--- src/rtl/alu_pkg.sv ---
// alu_pkg: opcode, flag index and FSM state definitions shared by alu_seq.
// Imported by alu_seq and alu_mul_iter.
package alu_pkg;

    typedef enum logic [3:0] {
        OP_ADD   = 4'd0,
        OP_SUB   = 4'd1,
        OP_AND   = 4'd2,
        OP_OR    = 4'd3,
        OP_XOR   = 4'd4,
        OP_INC   = 4'd5,
        OP_PASSA = 4'd6,
        OP_PASSB = 4'd7,
        OP_SHL   = 4'd8,
        OP_SHR   = 4'd9,
        OP_SRA   = 4'd10,
        OP_ADC   = 4'd11,
        OP_SBC   = 4'd12,
        OP_MUL   = 4'd13,
        OP_RSV14 = 4'd14,
        OP_RSV15 = 4'd15
    } alu_op_e;

    localparam int FLG_V = 3;
    localparam int FLG_N = 2;
    localparam int FLG_C = 1;
    localparam int FLG_Z = 0;

    typedef enum logic {
        ST_IDLE = 1'b0,
        ST_MUL  = 1'b1
    } alu_state_e;

endpackage

--- src/rtl/alu_mul_iter.sv ---
// alu_mul_iter: shift-add multiplier, one partial product per enabled cycle.
// o_done marks the cycle whose o_prod is the final 2N-bit product.
module alu_mul_iter
    import alu_pkg::*;
#(
    parameter int N = 8
) (
    input  logic           clk,
    input  logic           rst_n,
    input  logic           i_start,
    input  logic           i_en,
    input  logic [N-1:0]   i_a,
    input  logic [N-1:0]   i_b,
    output logic           o_done,
    output logic [2*N-1:0] o_prod
);
    localparam int CW = $clog2(N);

    logic           r_run;
    logic [CW-1:0]  r_cnt;
    logic [2*N-1:0] r_acc;
    logic [2*N-1:0] r_mcand;
    logic [N-1:0]   r_mplier;
    logic [2*N-1:0] w_sum;

    assign w_sum  = r_acc + (r_mplier[0] ? r_mcand : '0);
    assign o_done = r_run && (r_cnt == CW'(N - 1));
    assign o_prod = w_sum;

    // Load operands on start, then accumulate one multiplier bit per cycle.
    always_ff @(posedge clk or negedge rst_n) begin
        if (!rst_n) begin
            r_run    <= 1'b0;
            r_cnt    <= '0;
            r_acc    <= '0;
            r_mcand  <= '0;
            r_mplier <= '0;
        end else if (i_start) begin
            r_run    <= 1'b1;
            r_cnt    <= '0;
            r_acc    <= '0;
            r_mcand  <= {{N{1'b0}}, i_a};
            r_mplier <= i_b;
        end else if (r_run && i_en) begin
            r_acc    <= w_sum;
            r_mcand  <= r_mcand << 1;
            r_mplier <= r_mplier >> 1;
            r_cnt    <= r_cnt + 1'b1;
            if (o_done) begin
                r_run <= 1'b0;
            end
        end
    end

endmodule

--- src/rtl/alu_seq.sv ---
// alu_seq: flow-controlled N-bit ALU with registered result and {V,N,C,Z}.
// Define ALU_MUL_EN to build op 13 as an iterative N-cycle multiply.
module alu_seq
    import alu_pkg::*;
#(
    parameter int N = 8
) (
    input  logic         clk,
    input  logic         rst_n,
    input  logic         clr_flags,
    input  logic         in_valid,
    output logic         in_ready,
    input  logic [3:0]   op,
    input  logic [N-1:0] a,
    input  logic [N-1:0] b,
    input  logic         flag_we,
    output logic         out_valid,
    input  logic         out_ready,
    output logic [N-1:0] result,
    output logic [3:0]   flags,
    output logic         busy
);
    localparam int SW = $clog2(N);

    logic [N-1:0]  r_result;
    logic [3:0]    r_flags;
    logic          r_out_valid;

    alu_op_e       w_op;
    logic          w_accept;
    logic          w_load;
    logic          w_fin;
    logic          w_fin_fwe;
    logic [N-1:0]  w_fin_res;
    logic [3:0]    w_fin_flg;

    logic [SW-1:0] w_sh;
    logic [N-1:0]  w_addb;
    logic          w_addc;
    logic [N:0]    w_sum;
    logic          w_add_v;
    logic [N:0]    w_shl;
    logic [N:0]    w_shr;
    logic [N:0]    w_sra;
    logic [N-1:0]  w_res;
    logic          w_c;
    logic          w_v;
    logic [3:0]    w_flg;

    assign w_op     = alu_op_e'(op);
    assign w_accept = in_valid && in_ready;
    assign w_sh     = b[SW-1:0];

    // Second adder operand and carry-in; subtraction is a + ~b + cin.
    always_comb begin
        w_addb = b;
        w_addc = 1'b0;
        unique case (w_op)
            OP_SUB: begin
                w_addb = ~b;
                w_addc = 1'b1;
            end
            OP_INC: w_addb = N'(1);
            OP_ADC: w_addc = r_flags[FLG_C];
            OP_SBC: begin
                w_addb = ~b;
                w_addc = r_flags[FLG_C];
            end
            default: ;
        endcase
    end

    assign w_sum   = {1'b0, a} + {1'b0, w_addb} + {{N{1'b0}}, w_addc};
    assign w_add_v = (a[N-1] == w_addb[N-1]) && (w_sum[N-1] != a[N-1]);

    // Shifts carry one guard bit that catches the last bit shifted out.
    assign w_shl = {1'b0, a} << w_sh;
    assign w_shr = {a, 1'b0} >> w_sh;
    assign w_sra = $signed({a, 1'b0}) >>> w_sh;

    // Single-cycle result and carry/overflow select.
    always_comb begin
        w_res = '0;
        w_c   = 1'b0;
        w_v   = 1'b0;
        unique case (w_op)
            OP_ADD, OP_SUB, OP_INC, OP_ADC, OP_SBC: begin
                w_res = w_sum[N-1:0];
                w_c   = w_sum[N];
                w_v   = w_add_v;
            end
            OP_AND:   w_res = a & b;
            OP_OR:    w_res = a | b;
            OP_XOR:   w_res = a ^ b;
            OP_PASSA: w_res = a;
            OP_PASSB: w_res = b;
            OP_SHL: begin
                w_res = w_shl[N-1:0];
                w_c   = w_shl[N];
            end
            OP_SHR: begin
                w_res = w_shr[N:1];
                w_c   = w_shr[0];
            end
            OP_SRA: begin
                w_res = w_sra[N:1];
                w_c   = w_sra[0];
            end
            default: ;
        endcase
    end

    assign w_flg = {w_v, w_res[N-1], w_c, ~|w_res};

`ifdef ALU_MUL_EN
    alu_state_e     r_state;
    logic           r_mul_fwe;
    logic           w_mul_start;
    logic           w_mul_en;
    logic           w_mul_done;
    logic [2*N-1:0] w_mul_prod;

    assign w_mul_start = w_accept && (w_op == OP_MUL);
    assign w_mul_en    = !r_out_valid || out_ready;

    alu_mul_iter #(
        .N(N)
    ) u_mul (
        .clk     (clk),
        .rst_n   (rst_n),
        .i_start (w_mul_start),
        .i_en    (w_mul_en),
        .i_a     (a),
        .i_b     (b),
        .o_done  (w_mul_done),
        .o_prod  (w_mul_prod)
    );

    assign w_fin     = w_mul_done && w_mul_en;
    assign w_fin_res = w_mul_prod[N-1:0];
    assign w_fin_flg = {|w_mul_prod[2*N-1:N], w_fin_res[N-1], 1'b0, ~|w_fin_res};
    assign w_fin_fwe = r_mul_fwe;
    assign w_load    = w_accept && (w_op != OP_MUL);
    assign in_ready  = (r_state == ST_IDLE) && (!r_out_valid || out_ready);
    assign busy      = (r_state == ST_MUL);

    // Sequencer: park in MUL until the multiplier's final iteration retires.
    always_ff @(posedge clk or negedge rst_n) begin
        if (!rst_n) begin
            r_state   <= ST_IDLE;
            r_mul_fwe <= 1'b0;
        end else begin
            unique case (r_state)
                ST_IDLE: begin
                    if (w_mul_start) begin
                        r_state   <= ST_MUL;
                        r_mul_fwe <= flag_we;
                    end
                end
                ST_MUL: begin
                    if (w_fin) begin
                        r_state <= ST_IDLE;
                    end
                end
                default: r_state <= ST_IDLE;
            endcase
        end
    end
`else
    assign w_fin     = 1'b0;
    assign w_fin_res = '0;
    assign w_fin_flg = '0;
    assign w_fin_fwe = 1'b0;
    assign w_load    = w_accept;
    assign in_ready  = !r_out_valid || out_ready;
    assign busy      = 1'b0;
`endif

    // Output register: result/flags load on completion, hold under stall.
    always_ff @(posedge clk or negedge rst_n) begin
        if (!rst_n) begin
            r_result    <= '0;
            r_flags     <= '0;
            r_out_valid <= 1'b0;
        end else begin
            if (w_load) begin
                r_result <= w_res;
            end else if (w_fin) begin
                r_result <= w_fin_res;
            end
            if (w_load || w_fin) begin
                r_out_valid <= 1'b1;
            end else if (out_ready) begin
                r_out_valid <= 1'b0;
            end
            if (clr_flags) begin
                r_flags <= '0;
            end else if (w_load && flag_we) begin
                r_flags <= w_flg;
            end else if (w_fin && w_fin_fwe) begin
                r_flags <= w_fin_flg;
            end
        end
    end

    assign result    = r_result;
    assign flags     = r_flags;
    assign out_valid = r_out_valid;

endmodule
--- config.mk ---
export PLATFORM = sky130hd
export DESIGN_NAME = alu_seq
export DESIGN_NICKNAME = d
export VERILOG_FILES = /design/src/rtl/alu_pkg.sv /design/src/rtl/alu_mul_iter.sv /design/src/rtl/alu_seq.sv
export SDC_FILE = /design/constraint.sdc
export NUM_CORES = 1
export LEC_CHECK = 0
export BUFFER_PORTS_ARGS = -buffer_cell sky130_fd_sc_hd__buf_2
export CAP_MARGIN = 20
export CORE_ASPECT_RATIO = 0.6
export CORE_MARGIN = 4
export CORE_UTILIZATION = 34
export CTS_CLUSTER_DIAMETER = 30
export DETAILED_ROUTE_END_ITERATION = 6
export GPL_ROUTABILITY_DRIVEN = 0
export PLACE_DENSITY = 0.51
export SLEW_MARGIN = 20
export SYNTH_ARGS = -nofsm -noshare
export SYNTH_HDL_FRONTEND = slang
export SYNTH_SLANG_ARGS = --single-unit
--- constraint.sdc ---
create_clock -name clk -period 5.8 [get_ports clk]
set_clock_uncertainty 0.2 [all_clocks]
set_input_delay 0.58 -clock clk [delete_from_list [all_inputs] [get_ports clk]]
set_output_delay 0.58 -clock clk [all_outputs]
set_load 0.01 [all_outputs]
Word level (Yosys, flattened, before mapping)
Cells that the tools add are included.
{ "totals": {"ff_bits": 13, "in_bits": 26, "out_inout_bits": 15, "wordCells": 48} }
{ "classes": {"add_sub_neg": 2, "n_eq_ne": 14, "shift": 3, "mux": 9, "n_bitwise": 4, "n_reduce_logical": 13} }
{ "op_table": {"columns": ["operator", "n"], "rows": [
  ["$pmux 8 s9", 1],
  ["$eq 4x4->1 const B", 5],
  ["$eq 4x3->1 const B", 4],
  ["$pmux 8 s2", 1],
  ["$add 8x8->9", 1],
  ["$add 9x1->9", 1],
  ["$shl 8x3->9", 1],
  ["$shr 9x3->9", 1],
  ["$sshr 9x3->9", 1],
  ["$and 8x8->8", 1],
  ["$eq 4x2->1 const B", 2],
  ["$mux 4", 2],
  ["$not 8->8", 1],
  ["$or 8x8->8", 1],
  ["$reduce_or 8->1", 1],
  ["$xor 8x8->8", 1],
  ["$reduce_or 5->1", 1],
  ["$eq 4x1->1 const B", 1],
  ["$logic_not 4->1", 1],
  ["$pmux 1 s4", 1],
  ["$reduce_bool 2->1", 2],
  ["$reduce_or 2->1", 2],
  ["$logic_and 1x1->1", 3],
  ["$mux 1", 3],
  ["other kinds (5)", 6]
]} }

Depth between registers and ports, before layout
Gate-level depths: netlist of run 1.
{ "depth": {"word_depth": 10, "depth_mapped": 16, "mapped_depth_nobuf": 15} }

Worst setup path before layout of run 1
OpenSTA, ideal clock, no wires.
{ "synth_path": {"kind": "input port to flip-flop", "from": "input port b[0]", "to": "register r_flags[0], in the netlist flags[0]", "setup_time_ns": 0.092, "arrival_ns": 3.288, "t_required_ns": 5.508, "slack_ns": 2.221, "path_stages": 15, "n_path_buf": 3, "cell_sequence": "buf_4 buf_2 clkbuf_1 nand2_1 o21ai_0 fa_1 inv_1 fa_1 nand2b_1 a21oi_1 xnor2_1 o32ai_1 a2111oi_1 nand4_1 o31ai_2"} }
{ "synth_between": {"elab_chain_cells": 9, "elab_cells_between_ends": 15, "cone_classes": "2 x add/sub; 3 x shift; 4 x mux; 4 x bitwise; 2 x reduce/logical"} }
{ "synth_rtl": {"columns": ["element", "line_no", "rtl"], "rows": [
  ["start: declaration", "alu_seq.sv:15", "input logic [N-1:0] b,"],
  ["$not 8->8", "alu_seq.sv:60, alu_seq.sv:66", null],
  ["$pmux 8 s2", "alu_seq.sv:58", "unique case (w_op)"],
  ["$add 8x8->9", "alu_seq.sv:73", "assign w_sum = {1'b0, a} + {1'b0, w_addb} + {{N{1'b0}}, w_addc};"],
  ["$add 9x1->9", "alu_seq.sv:73", null],
  ["$pmux 8 s9 (*)", "alu_seq.sv:86", "unique case (w_op)"],
  ["$reduce_or 8->1 (*)", "alu_seq.sv:113", "assign w_flg = {w_v, w_res[N-1], w_c, ~|w_res};"],
  ["$logic_not 1->1 (*)", "alu_seq.sv:113", null],
  ["$mux 4 (*)", "alu_seq.sv:198", "end else if (w_load && flag_we) begin"],
  ["$mux 4 (*)", "alu_seq.sv:196", "if (clr_flags) begin"],
  ["end signal: assignment", "alu_seq.sv:199", "r_flags <= w_flg;"],
  ["end signal: assignment", "alu_seq.sv:201", "r_flags <= w_fin_flg;"],
  ["end: declaration", "alu_seq.sv:26", "logic [3:0] r_flags;"]
]} }
Every way passes the cells marked *; elsewhere a longest branch is shown, timed or not. The select of a mux whose other input is x is not followed.
A chain may end at the register's enable or synchronous reset.

Final worst setup path of run 1
{ "layout_path": {"from": "input port op[2]", "to": "register r_flags[0], in the netlist flags[0]"} }
{ "layout_between": {"elab_chain_cells": 10, "elab_cells_between_ends": 25, "cone_classes": "2 x add/sub; 12 x eq/ne; 5 x mux; 6 x reduce/logical"} }
{ "layout_rtl": {"columns": ["element", "line_no", "rtl"], "rows": [
  ["start: declaration", "alu_seq.sv:13", "input logic [3:0] op,"],
  ["$eq 4x1->1 / $eq 4x4->1 (equally long branches)", "alu_seq.sv:58, alu_seq.sv:86", null],
  ["$reduce_or 2->1 (no source line)", null, null],
  ["$pmux 8 s2", "alu_seq.sv:58", null],
  ["$add 8x8->9", "alu_seq.sv:73", null],
  ["$add 9x1->9", "alu_seq.sv:73", null],
  ["$pmux 8 s9 (*)", "alu_seq.sv:86", null],
  ["$reduce_or 8->1 (*)", "alu_seq.sv:113", null],
  ["$logic_not 1->1 (*)", "alu_seq.sv:113", null],
  ["$mux 4 (*)", "alu_seq.sv:198", null],
  ["$mux 4 (*)", "alu_seq.sv:196", null]
]} }
Marked as above.

==> results by group, run 1 <==
Clock network
  – CTS sink count: 13
  – Post-CTS Resized: 0
  – CTS buffer count: 3
  – Skew-Pair Late Insertion Delay: 0.24 ns
  – CTS Hold Buffers Added: 0
  – CTS Buffer Depth: 2
  – CTS root buffer: clkbuf_16
  – Setup bufs post-CTS: 0
  – Clock-pin slew on the worst setup and hold paths: 0.05 ns
  – CTS tree: yes
  – CTS H-tree depth: 1

Route
  – Routed vias: 2542
  – WL final: 8.40 mm
  – DRT Pass-1 Iters: 5
  – ANT nets after route: 0
  – Vias per Instance: 5.67
  – Wire per inst: 18.7 um
  – First DRT Iteration DRCs: 392
  – Drt drc: 0

Layout
  – Layout cell share with drive strength beyond 1: 20.9%
  – Diode count: 0
  – Post-layout net count: 397
  – Post-route insts no fill: 448
  – Synth-to-Final Area Change: 10.1%

Worst setup path
  – Critical Path RT: 5.76 ns
  – Crit start category: input pin
  – Worst Setup End Kind: flop
  – Crit path max-delay cell type: fa_1
  – Worst Setup Path Type: in2reg
  – Most frequent CP cell: fa_1
  – CP Cell Sequence: buf_2 > nand3b_1 > a21o_2 > o21ai_0 > fa_1 > inv_1 > fa_1 > nand2b_1 > a21oi_1 > xnor2_1 > o32ai_1 > a2111oi_1 > nand4_1 > o31ai_2
  – Max FO, Critical Path: 29
  – Slowest cell delay on critical path: 0.41 ns
  – Critical path arrival: 3.90 ns

Synth
  – Synth cell count leaders: nand2_1, o21ai_0, ha_1, inv_1, nor2_1
  – Cells after Synth: 322
  – Cell Area, Synth: 2540 um^2
  – YS warnings: 0
  – Syn nets: 374
  – Async S/R FF share, synth: 100%
  – Count leader, synth: nand2_1
  – Synth cell types: 73
  – Synth top area share: 12.8%
  – Flops & latches, synth: 13
  – Syn_area_per_cell: 7.88 um^2
  – Post-synth EDFFs: 0
  – Seq/Total Area, Yosys: 12.8%
  – Most used DFF post-synth: dfrtp_1
  – Largest area contributor in the netlist: dfrtp_1
  – Area contributors post-synth: dfrtp_1, ha_1, nand2_1

Placed design
  – I/O Buffers: 39
  – Detailed Place HPWL: 6.55 mm
  – Post-Place Cells: 444
  – Pre-CTS setup slack: 1.62 ns

Die
  – Die Wd: 120 um
  – Initial core utilization: 34.9%
  – Core area: 7270 um^2
  – Core Rows: 24
  – Ports: 41
  – Die Span Y: 74.9 um
  – Die area: 8950 um^2

STA
  – TNS Setup: 0 ns
  – Slew headroom: 37.0%
  – Min Hold Slack: 0.0207 ns
  – Max Slew Vio Count: 0
  – Final setup fails: 0
  – RSZ-0062 raised after global routing: false
  – Max Clk Rate: 0.253 GHz
  – Worst Max-Slew Pin Slew: 0.922 ns
  – Final worst path period share: 68.1%
  – Final Critical Period: 3.95 ns
  – Final worst setup slack: 1.85 ns
  – Final Hold Vio Count: 0

Job
  – Max Cap Viol: 0

Global route
  – Busiest layer in global routing: met1
  – First-pass GRT wire length: 13.1 mm
  – Largest net degree at the start of global routing: 30
  – GRT Residual Overflow: 0
  – Initial antenna violation count: 0
  – Met1 usage: 30.6%
  – GRT met3 Usage: 2.78%
  – Vias in the first global route: 2284
  – GRT Util Overall: 18.8%
  – Grt met2 use: 25.5%

Power and ir drop
  – Net Sw Frac: 39.0%
  – Pwr dens: 173 nW/um^2
  – Pwr Total: 0.482 mW
  – Int Pwr: 0.294 mW
  – Comb pwr share: 49.1%
  – Sw Pwr: 0.188 mW
  – Clk pwr share: 27.5%
  – Worst VDD drop: 0.0000840 V
  – Leakage Power: 1.25 nW
  – Sequential share of power: 23.4%

Worst hold path
  – Hold Crit Class: in2async

Status
  – Status: finished, final reports clean
[power by group through the flow]
| stage | logic (mW) | registers, mW | clock network, mW |
|---|---|---|---|
| after floorplan | 0.155 | 0.121 | 0 |
| after global placement | 0.236 | 0.113 | 0 |
| after detailed placement | 0.234 | 0.114 | 0 |
| after CTS | 0.235 | 0.113 | 0.133 |
| after global routing | 0.262 | 0.115 | 0.138 |
| final | 0.237 | 0.113 | 0.133 |
[sequential cells by signal (all words and copies together) (netlist names)]
| register | count |
|---|---|
| result | 8 |
| flags | 4 |
| out_valid | 1 |
[cells by family after synthesis]
kind of cell | count (synthesis) | share of synthesized area (%)
compound gates | 106 | 29.2
mux | 28 | 13.1
fa+ha+maj | 26 | 13.4
xor+xnor | 8 | 2.76
buf+inv | 43 | 9.12
simple gates | 97 | 19.4
flops | 13 | 12.8
other cells | 1 | 0.148
[per-layer routing]
metal / routed length (um) / vias up
li1: - / 1226
met2: 3180 / 129
met4: 112 / 0
met3: 762 / 10
met5: 0 / -
met1: 4340 / 1177
[worst max-delay path: cells and delay by family]
| family | cells | cell delay [ns] |
|---|---|---|
| AO/OA/AOI/OAI | 6 | 1.49 |
| adder cells (fa/ha/maj) | 2 | 0.65 |
| AND/OR/NAND/NOR | 3 | 0.56 |
| buffers and inverters | 2 | 0.45 |
| XOR/XNOR | 1 | 0.16 |
[final timing paths]
kind,startpoint,to,slack (ns),depth (start not counted)
setup / recovery,op[2],flags[0],1.85,14
hold / removal,rst_n,result[0],0.02,1
setup reg to reg,flags[1],flags[0],2.55,13
hold reg to reg,result[3],result[3],0.27,1
max in group asynchronous,rst_n,result[6],5.14,1
min in group clk,result[3],result[3],0.27,1
[stage by stage]
step,cell area [um^2],util (%)
finish,2790,38.4
global placement,2710,37.3
floorplan,2540,-
CTS,2790,38.4
global route,2790,38.4
detailed placement,2710,37.3
[cell usage in the layout (no fill, tap or decap), types with 6 or more instances in the layout]
cell | netlist | layout
nand2_1 | 36 | 36
inv_1 | 21 | 21
mux2_2 | 9 | 9
o21ai_0 | 27 | 27
nor2_1 | 20 | 20
ha_1 | 24 | 24
a21oi_1 | 18 | 18
dfrtp_1 | 13 | 13
mux2i_1 | 13 | 13
nand2b_1 | 6 | 6
buf_2 | 6 | 39
a211oi_1 | 7 | 7
[area by class of cell]
type	count	area [um^2]
Clock buffer	4	78.8
Fill cell	802	4470
Inverter	22	82.6
Multi-Input combinational cell	266	1980
Sequential cell	13	325
Tap cell	104	130
Timing Repair Buffer	39	195
No activity file was read; power rests on OpenSTA's default activity.
==> run 2: changes to the inputs <==
==> constraint.sdc (replaced) <==
create_clock -name clk -period 3.8 [get_ports clk]
set_clock_uncertainty 0.2 [all_clocks]
set_input_delay 0.38 -clock clk [delete_from_list [all_inputs] [get_ports clk]]
set_output_delay 0.38 -clock clk [all_outputs]
set_load 0.01 [all_outputs]
==> run 2 against run 1 <==
- core utilization up 1.7 points
- non-clock buffer count up 16
- wire length up 1.2%
- via count up 3.5%
- global-route usage up 0.39 points
- highest routed layer unchanged
==> results by group, run 2 (synthesized netlist as in run 1, its figures left out) <==
Status
  – Status: finished, final reports clean (unchanged)

Global route
  – Vias in the first global route: 2509 (was 2284)
  – First-pass GRT wire length: 13.6 mm (was 13.1 mm)
  – Largest net degree at the start of global routing: 26 (was 30)
  – GRT Residual Overflow: 0 (unchanged)
  – GRT Util Overall: 19.2% (was 18.8%)
  – Initial antenna violation count: 0 (unchanged)

Layout
  – Synth-to-Final Area Change: 14.9% (was 10.1%)
  – Most frequent cells in the layout: buf_2, nand2_1, o21ai_0, ha_1, inv_1 (unchanged)
  – Max reg flops: 8 (unchanged)
  – Post-layout net count: 413 (was 397)
  – Final core occ: 40.1% (was 38.4%)
  – Diode count: 0 (unchanged)
  – Fill count: 775 (was 802)
  – Layout cell share with drive strength beyond 1: 24.2% (was 20.9%)
  – Commonest non-fill, non-tap cell in the layout: buf_2 (unchanged)
  – Post-route insts no fill: 464 (was 448)

Route
  – Wire per inst: 18.3 um (was 18.7 um)
  – Met2 routed WL: 3.38 mm (was 3.18 mm)
  – ANT nets after route: 0 (unchanged)
  – DR top layer: met4 (unchanged)
  – Vias per Instance: 5.67 (about the same)
  – M1 WL: 4.01 mm (was 4.34 mm)
  – DRT Pass-1 Iters: 5 (unchanged)
  – Drt drc: 0 (unchanged)
  – DR WL met3: 1.08 mm (was 762 um)
  – WL final: 8.49 mm (was 8.40 mm)
  – First DRT Iteration DRCs: 231 (was 392)
  – Routed vias: 2632 (was 2542)

Clock network
  – Clock-pin slew on the worst setup and hold paths: 0.05 ns (about the same)
  – CTS Buffer Depth: 2 (unchanged)
  – Skew-Pair Late Insertion Delay: 0.24 ns (about the same)
  – Setup bufs post-CTS: 0 (unchanged)
  – CTS root buffer: clkbuf_16 (unchanged)
  – CTS sink count: 13 (unchanged)
  – CTS buffer count: 3 (unchanged)
  – CTS H-tree depth: 1 (unchanged)
  – CTS tree: yes (unchanged)

Worst setup path
  – Critical Path RT: 3.75 ns (was 5.76 ns)
  – Worst Setup End Kind: flop (unchanged)
  – Worst R2R Path Depth: 13 (unchanged)
  – CP Cell Sequence: buf_2 > nand3b_1 > a21o_2 > o21ai_0 > fa_1 > inv_1 > fa_1 > nand2b_1 > a21oi_1 > xnor2_1 > o32ai_1 > a2111oi_1 > nand4_1 > o31ai_2 (unchanged)
  – Critical path arrival: 3.37 ns (was 3.90 ns)
  – Crit path max-delay cell type: fa_1 (unchanged)
  – Most frequent CP cell: fa_1 (unchanged)
  – Worst Setup Path Type: in2reg (unchanged)
  – Crit start category: input pin (unchanged)
  – CP top delay family: compound AO/OA/AOI/OAI gates (unchanged)
  – Critical path depth: 14 (unchanged)
  – Slowest cell delay on critical path: 0.39 ns (was 0.41 ns)
  – WP buf/inv: 2 (unchanged)
  – Max FO, Critical Path: 5 (was 29)

STA
  – Max Clk Rate: 0.292 GHz
  – Final setup fails: 0 (unchanged)
  – Final Hold Vio Count: 0 (unchanged)
  – Max Slew Vio Count: 0 (unchanged)
  – TNS Setup: 0 ns (unchanged)
  – Final worst path period share: 90.2%
  – RSZ-0062 raised after global routing: false (unchanged)
  – Final Critical Period: 3.43 ns
  – Min Hold Slack: 0.164 ns (was 0.0207 ns)

Placed design
  – Post-Place Cells: 459 (was 444)
  – Detailed Place HPWL: 6.84 mm (was 6.55 mm)
  – I/O Buffers: 39 (unchanged)

Power and ir drop
  – Clk pwr share: 26.5% (was 27.5%)
  – Net Sw Frac: 38.4% (was 39.0%)
  – Leakage Power: 1.33 nW (was 1.25 nW)
  – Pwr dens: 256 nW/um^2 (was 173 nW/um^2)
  – Sw Pwr: 0.287 mW (was 0.188 mW)
  – Comb pwr share: 50.6% (was 49.1%)
  – Worst VDD drop: 0.000176 V (was 0.0000840 V)
  – Sequential share of power: 22.9% (was 23.4%)
  – Int Pwr: 0.460 mW (was 0.294 mW)

Die
  – Core area: 7270 um^2 (unchanged)
  – Die Span Y: 74.9 um (unchanged)
  – Core Rows: 24 (unchanged)
  – Ports: 41 (unchanged)
  – Initial core utilization: 34.9% (unchanged)
  – Die Wd: 120 um (unchanged)
  – Die area: 8950 um^2 (unchanged)

Worst hold path
  – Hold Crit Class: in2reg (was in2async)
  – Hold depth: 2

Job
  – Max Cap Viol: 0 (unchanged)
run 2: power groups by stage:
stage	Clock, mW	Combinational, mW	Sequential [mW]
4_1_cts	0.202	0.374	0.171
3_3_place_gp	0	0.372	0.173
3_5_place_dp	0	0.371	0.173
6_report	0.198	0.378	0.171
2_1_floorplan	0	0.237	0.184
5_1_grt	0.210	0.417	0.173
run 2: worst paths after layout:
path	slack, ns	to	startpoint
worst min register to register	0.27	result[4]	result[4]
min in group asynchronous	0.36	out_valid	rst_n
worst max-delay path	0.37	flags[0]	op[0]
max in group asynchronous	2.81	result[6]	rst_n
worst max register to register	0.60	flags[0]	flags[1]
worst min-delay path	0.16	out_valid	in_valid
run 2: stage by stage:
stage                     setup slack [ns]  instance area, um^2  total power, mW
final                                0.374                 2920            0.747
after global routing                0.0885                 2920            0.800
after CTS                            0.331                 2920            0.747
after floorplan                      0.421                 2540            0.422
after global placement               0.276                 2830            0.545
after detailed placement            0.0951                 2830            0.544
run 2: routing by layer:
layer	vias up	global-route usage, %
met4	0	1.65
met1	1224	28.7
met3	4	5.78
met5	-	0
met2	144	28.1
li1	1260	-
run 2: cell type report:
| cell class | count | area [um^2] | share of cell area (%) |
|---|---|---|---|
| inverters | 22 | 82.6 | 2.83 |
| multi-input cells | 266 | 1980 | 67.9 |
| flip-flops and latches | 13 | 325 | 11.2 |
| clock buffers | 4 | 78.8 | 2.70 |
| repair buffers | 55 | 318 | 10.9 |
| well taps | 104 | 130 | 4.46 |
run 2: worst reg2reg max path, delay by kind of cell, from the launching register on:
| family | cells | cell delay [ns] |
|---|---|---|
| buf+inv | 2 | 0.15 |
| xor+xnor | 1 | 0.15 |
| compound gates | 6 | 1.31 |
| flops | 1 | 0.33 |
| fa+ha+maj | 2 | 0.65 |
| simple gates | 2 | 0.32 |
run 2: what timing repair did:
action                                  4_1_cts  5_1_grt
endpoints found under the setup margin        0        0
endpoints found under the hold margin        13        0
resized for setup                             0        0
hold buffers                                  1        0
==> run 3: changes to the inputs <==
==> constraint.sdc (replaced) <==
create_clock -name clk -period 3.9 [get_ports clk]
set_clock_uncertainty 0.2 [all_clocks]
set_input_delay 0.39 -clock clk [delete_from_list [all_inputs] [get_ports clk]]
set_output_delay 0.39 -clock clk [all_outputs]
set_load 0.01 [all_outputs]
==> run 3 against run 2 <==
- register-to-register slack got worse by 0.04 ns
- flip-flop and latch count unchanged
- sequential power fell by 2%
- critical path depth unchanged
- non-clock buffer count down 2
- hold slack better by 0.016 ns
- core utilization is 0.21 points lower
- design area decreased by 0.52%
- count of clock-buffer cells in the layout unchanged
==> results by group, run 3 (synthesized netlist as in run 1, its figures left out) <==
Route
  – Drt drc: 0 (unchanged)
  – WL final: 8.59 mm (was 8.49 mm)
  – ANT nets after route: 0 (unchanged)
  – First DRT Iteration DRCs: 223 (was 231)
  – Wire per inst: 18.6 um (was 18.3 um)
  – DRT Pass-1 Iters: 4 (was 5)
  – Vias per Instance: 5.66 (was 5.67)
  – Routed vias: 2616 (was 2632)

Power and ir drop
  – Leakage Power: 1.32 nW (was 1.33 nW)
  – Worst VDD drop: 0.000140 V (was 0.000176 V)
  – Pwr dens: 252 nW/um^2 (was 256 nW/um^2)

Clock network
  – CTS H-tree depth: 1 (unchanged)
  – Clock-pin slew on the worst setup and hold paths: 0.05 ns (about the same)
  – CTS tree: yes (unchanged)
  – Setup bufs post-CTS: 0 (unchanged)
  – Skew-Pair Late Insertion Delay: 0.24 ns (about the same)
  – CTS Buffer Depth: 2 (unchanged)
  – CTS Hold Buffers Added: 1 (unchanged)
  – Post-CTS Resized: 0 (unchanged)
  – CTS sink count: 13 (unchanged)
  – CTS root buffer: clkbuf_16 (unchanged)
  – CTS buffer count: 3 (unchanged)

Global route
  – Largest net degree at the start of global routing: 29 (was 26)
  – First-pass GRT wire length: 13.5 mm (was 13.6 mm)
  – Vias in the first global route: 2369 (was 2509)
  – Initial antenna violation count: 0 (unchanged)
  – GRT Util Overall: 19.3% (was 19.2%)
  – GRT Residual Overflow: 0 (unchanged)

STA
  – Slew headroom: 32.3%
  – Worst Max-Slew Pin Slew: 0.990 ns
  – Final worst setup slack: 0.333 ns (was 0.374 ns)
  – RSZ-0062 raised after global routing: false (unchanged)
  – Final setup fails: 0 (unchanged)
  – Final worst path period share: 91.5%
  – Max Clk Rate: 0.280 GHz
  – Max Slew Vio Count: 0 (unchanged)
  – Final Hold Vio Count: 0 (unchanged)
  – TNS Setup: 0 ns (unchanged)
  – Final Critical Period: 3.57 ns
  – Min Hold Slack: 0.180 ns (was 0.164 ns)

Status
  – Status: finished, final reports clean (unchanged)

Job
  – Max Cap Viol: 0 (unchanged)

Worst setup path
  – Most frequent CP cell: fa_1 (unchanged)
  – Critical Path RT: 3.85 ns (was 3.75 ns)
  – Max FO, Critical Path: 10 (was 5)
  – Critical path arrival: 3.52 ns (was 3.37 ns)
  – Slowest cell delay on critical path: 0.47 ns (was 0.39 ns)
  – CP Cell Sequence: buf_2 > or2b_1 > a21o_2 > o21ai_0 > fa_1 > inv_1 > fa_1 > nand2b_1 > a21oi_1 > xnor2_1 > o32ai_1 > a2111oi_1 > nand4_1 > o31ai_2 (was buf_2 > nand3b_1 > a21o_2 > o21ai_0 > fa_1 > inv_1 > fa_1 > nand2b_1 > a21oi_1 > xnor2_1 > o32ai_1 > a2111oi_1 > nand4_1 > o31ai_2)
  – Worst Setup End Kind: flop (unchanged)
  – Worst Setup Path Type: in2reg (unchanged)
  – Crit start category: input pin (unchanged)
  – Crit path max-delay cell type: a2111oi_1 (was fa_1)

Worst hold path
  – Hold Crit Class: in2reg (unchanged)

Die
  – Die Span Y: 74.9 um (unchanged)
  – Core area: 7270 um^2 (unchanged)
  – Initial core utilization: 34.9% (unchanged)
  – Die area: 8950 um^2 (unchanged)
  – Core Rows: 24 (unchanged)
  – Die Wd: 120 um (unchanged)
  – Ports: 41 (unchanged)

Layout
  – Fin area: 2900 um^2 (was 2920 um^2)
  – Layout cell share with drive strength beyond 1: 23.7% (was 24.2%)
  – Max reg flops: 8 (unchanged)
  – Diode count: 0 (unchanged)
  – Most frequent cells in the layout: buf_2, nand2_1, o21ai_0, ha_1, inv_1 (unchanged)
  – Post-route insts no fill: 462 (was 464)
  – Post-layout net count: 411 (was 413)
  – Synth-to-Final Area Change: 14.3% (was 14.9%)
  – Commonest non-fill, non-tap cell in the layout: buf_2 (unchanged)

Placed design
  – Area after DPL: 2810 um^2 (was 2830 um^2)
  – Post-Place Cells: 457 (was 459)
  – Pre-CTS setup slack: 0.0915 ns (was 0.0951 ns)
  – I/O Buffers: 39 (unchanged)
  – Detailed Place HPWL: 6.83 mm (was 6.84 mm)
[run 3: layout make-up]
| cell class | count | area [um^2] |
|---|---|---|
| Inverter | 22 | 82.6 |
| Fill cell | 791 | 4370 |
| Multi-Input combinational cell | 266 | 1980 |
| Timing Repair Buffer | 53 | 303 |
| Tap cell | 104 | 130 |
| Clock buffer | 4 | 78.8 |
| Sequential cell | 13 | 325 |
[run 3: worst paths after layout]
path                           start   endpoint  slack, ns  cells after the start
setup / recovery               op[3]   flags[0]       0.33                     14
hold / removal             clr_flags   flags[2]       0.18                      2
setup reg to reg            flags[1]   flags[0]       0.56                     12
hold reg to reg            result[4]  result[4]       0.27                      2
max in group asynchronous      rst_n  result[7]       2.88                      2
min in group asynchronous      rst_n  result[0]       0.38                      2
[run 3: power breakdown]
group / total, mW / leakage (nW) / internal (mW) / switching, mW
registers: 0.167 / 0.165 / 0.157 / 0.0101
clock network: 0.196 / 0.0382 / 0.138 / 0.0581
logic: 0.367 / 1.12 / 0.153 / 0.214
[run 3: metrics by stage]
stage	utilization, %	power (mW)
finish	39.9	0.730
global route	39.9	0.779
CTS	39.9	0.730
detailed placement	38.7	0.528
global placement	38.7	0.530
floorplan	-	0.411
[run 3: layer usage]
metal,vias to the layer above,wire length (um),track usage [%]
li1,1262,-,-
met1,1206,4260,31.9
met2,142,3210,25.3
met3,6,1070,4.35
met4,0,48,1.90
met5,-,0,0
[run 3: worst max-delay path, delay by kind of cell]
family | cells | cell delay [ns]
compound gates | 6 | 1.49
fa+ha+maj | 2 | 0.64
simple gates | 3 | 0.61
buf+inv | 2 | 0.23
xor+xnor | 1 | 0.14
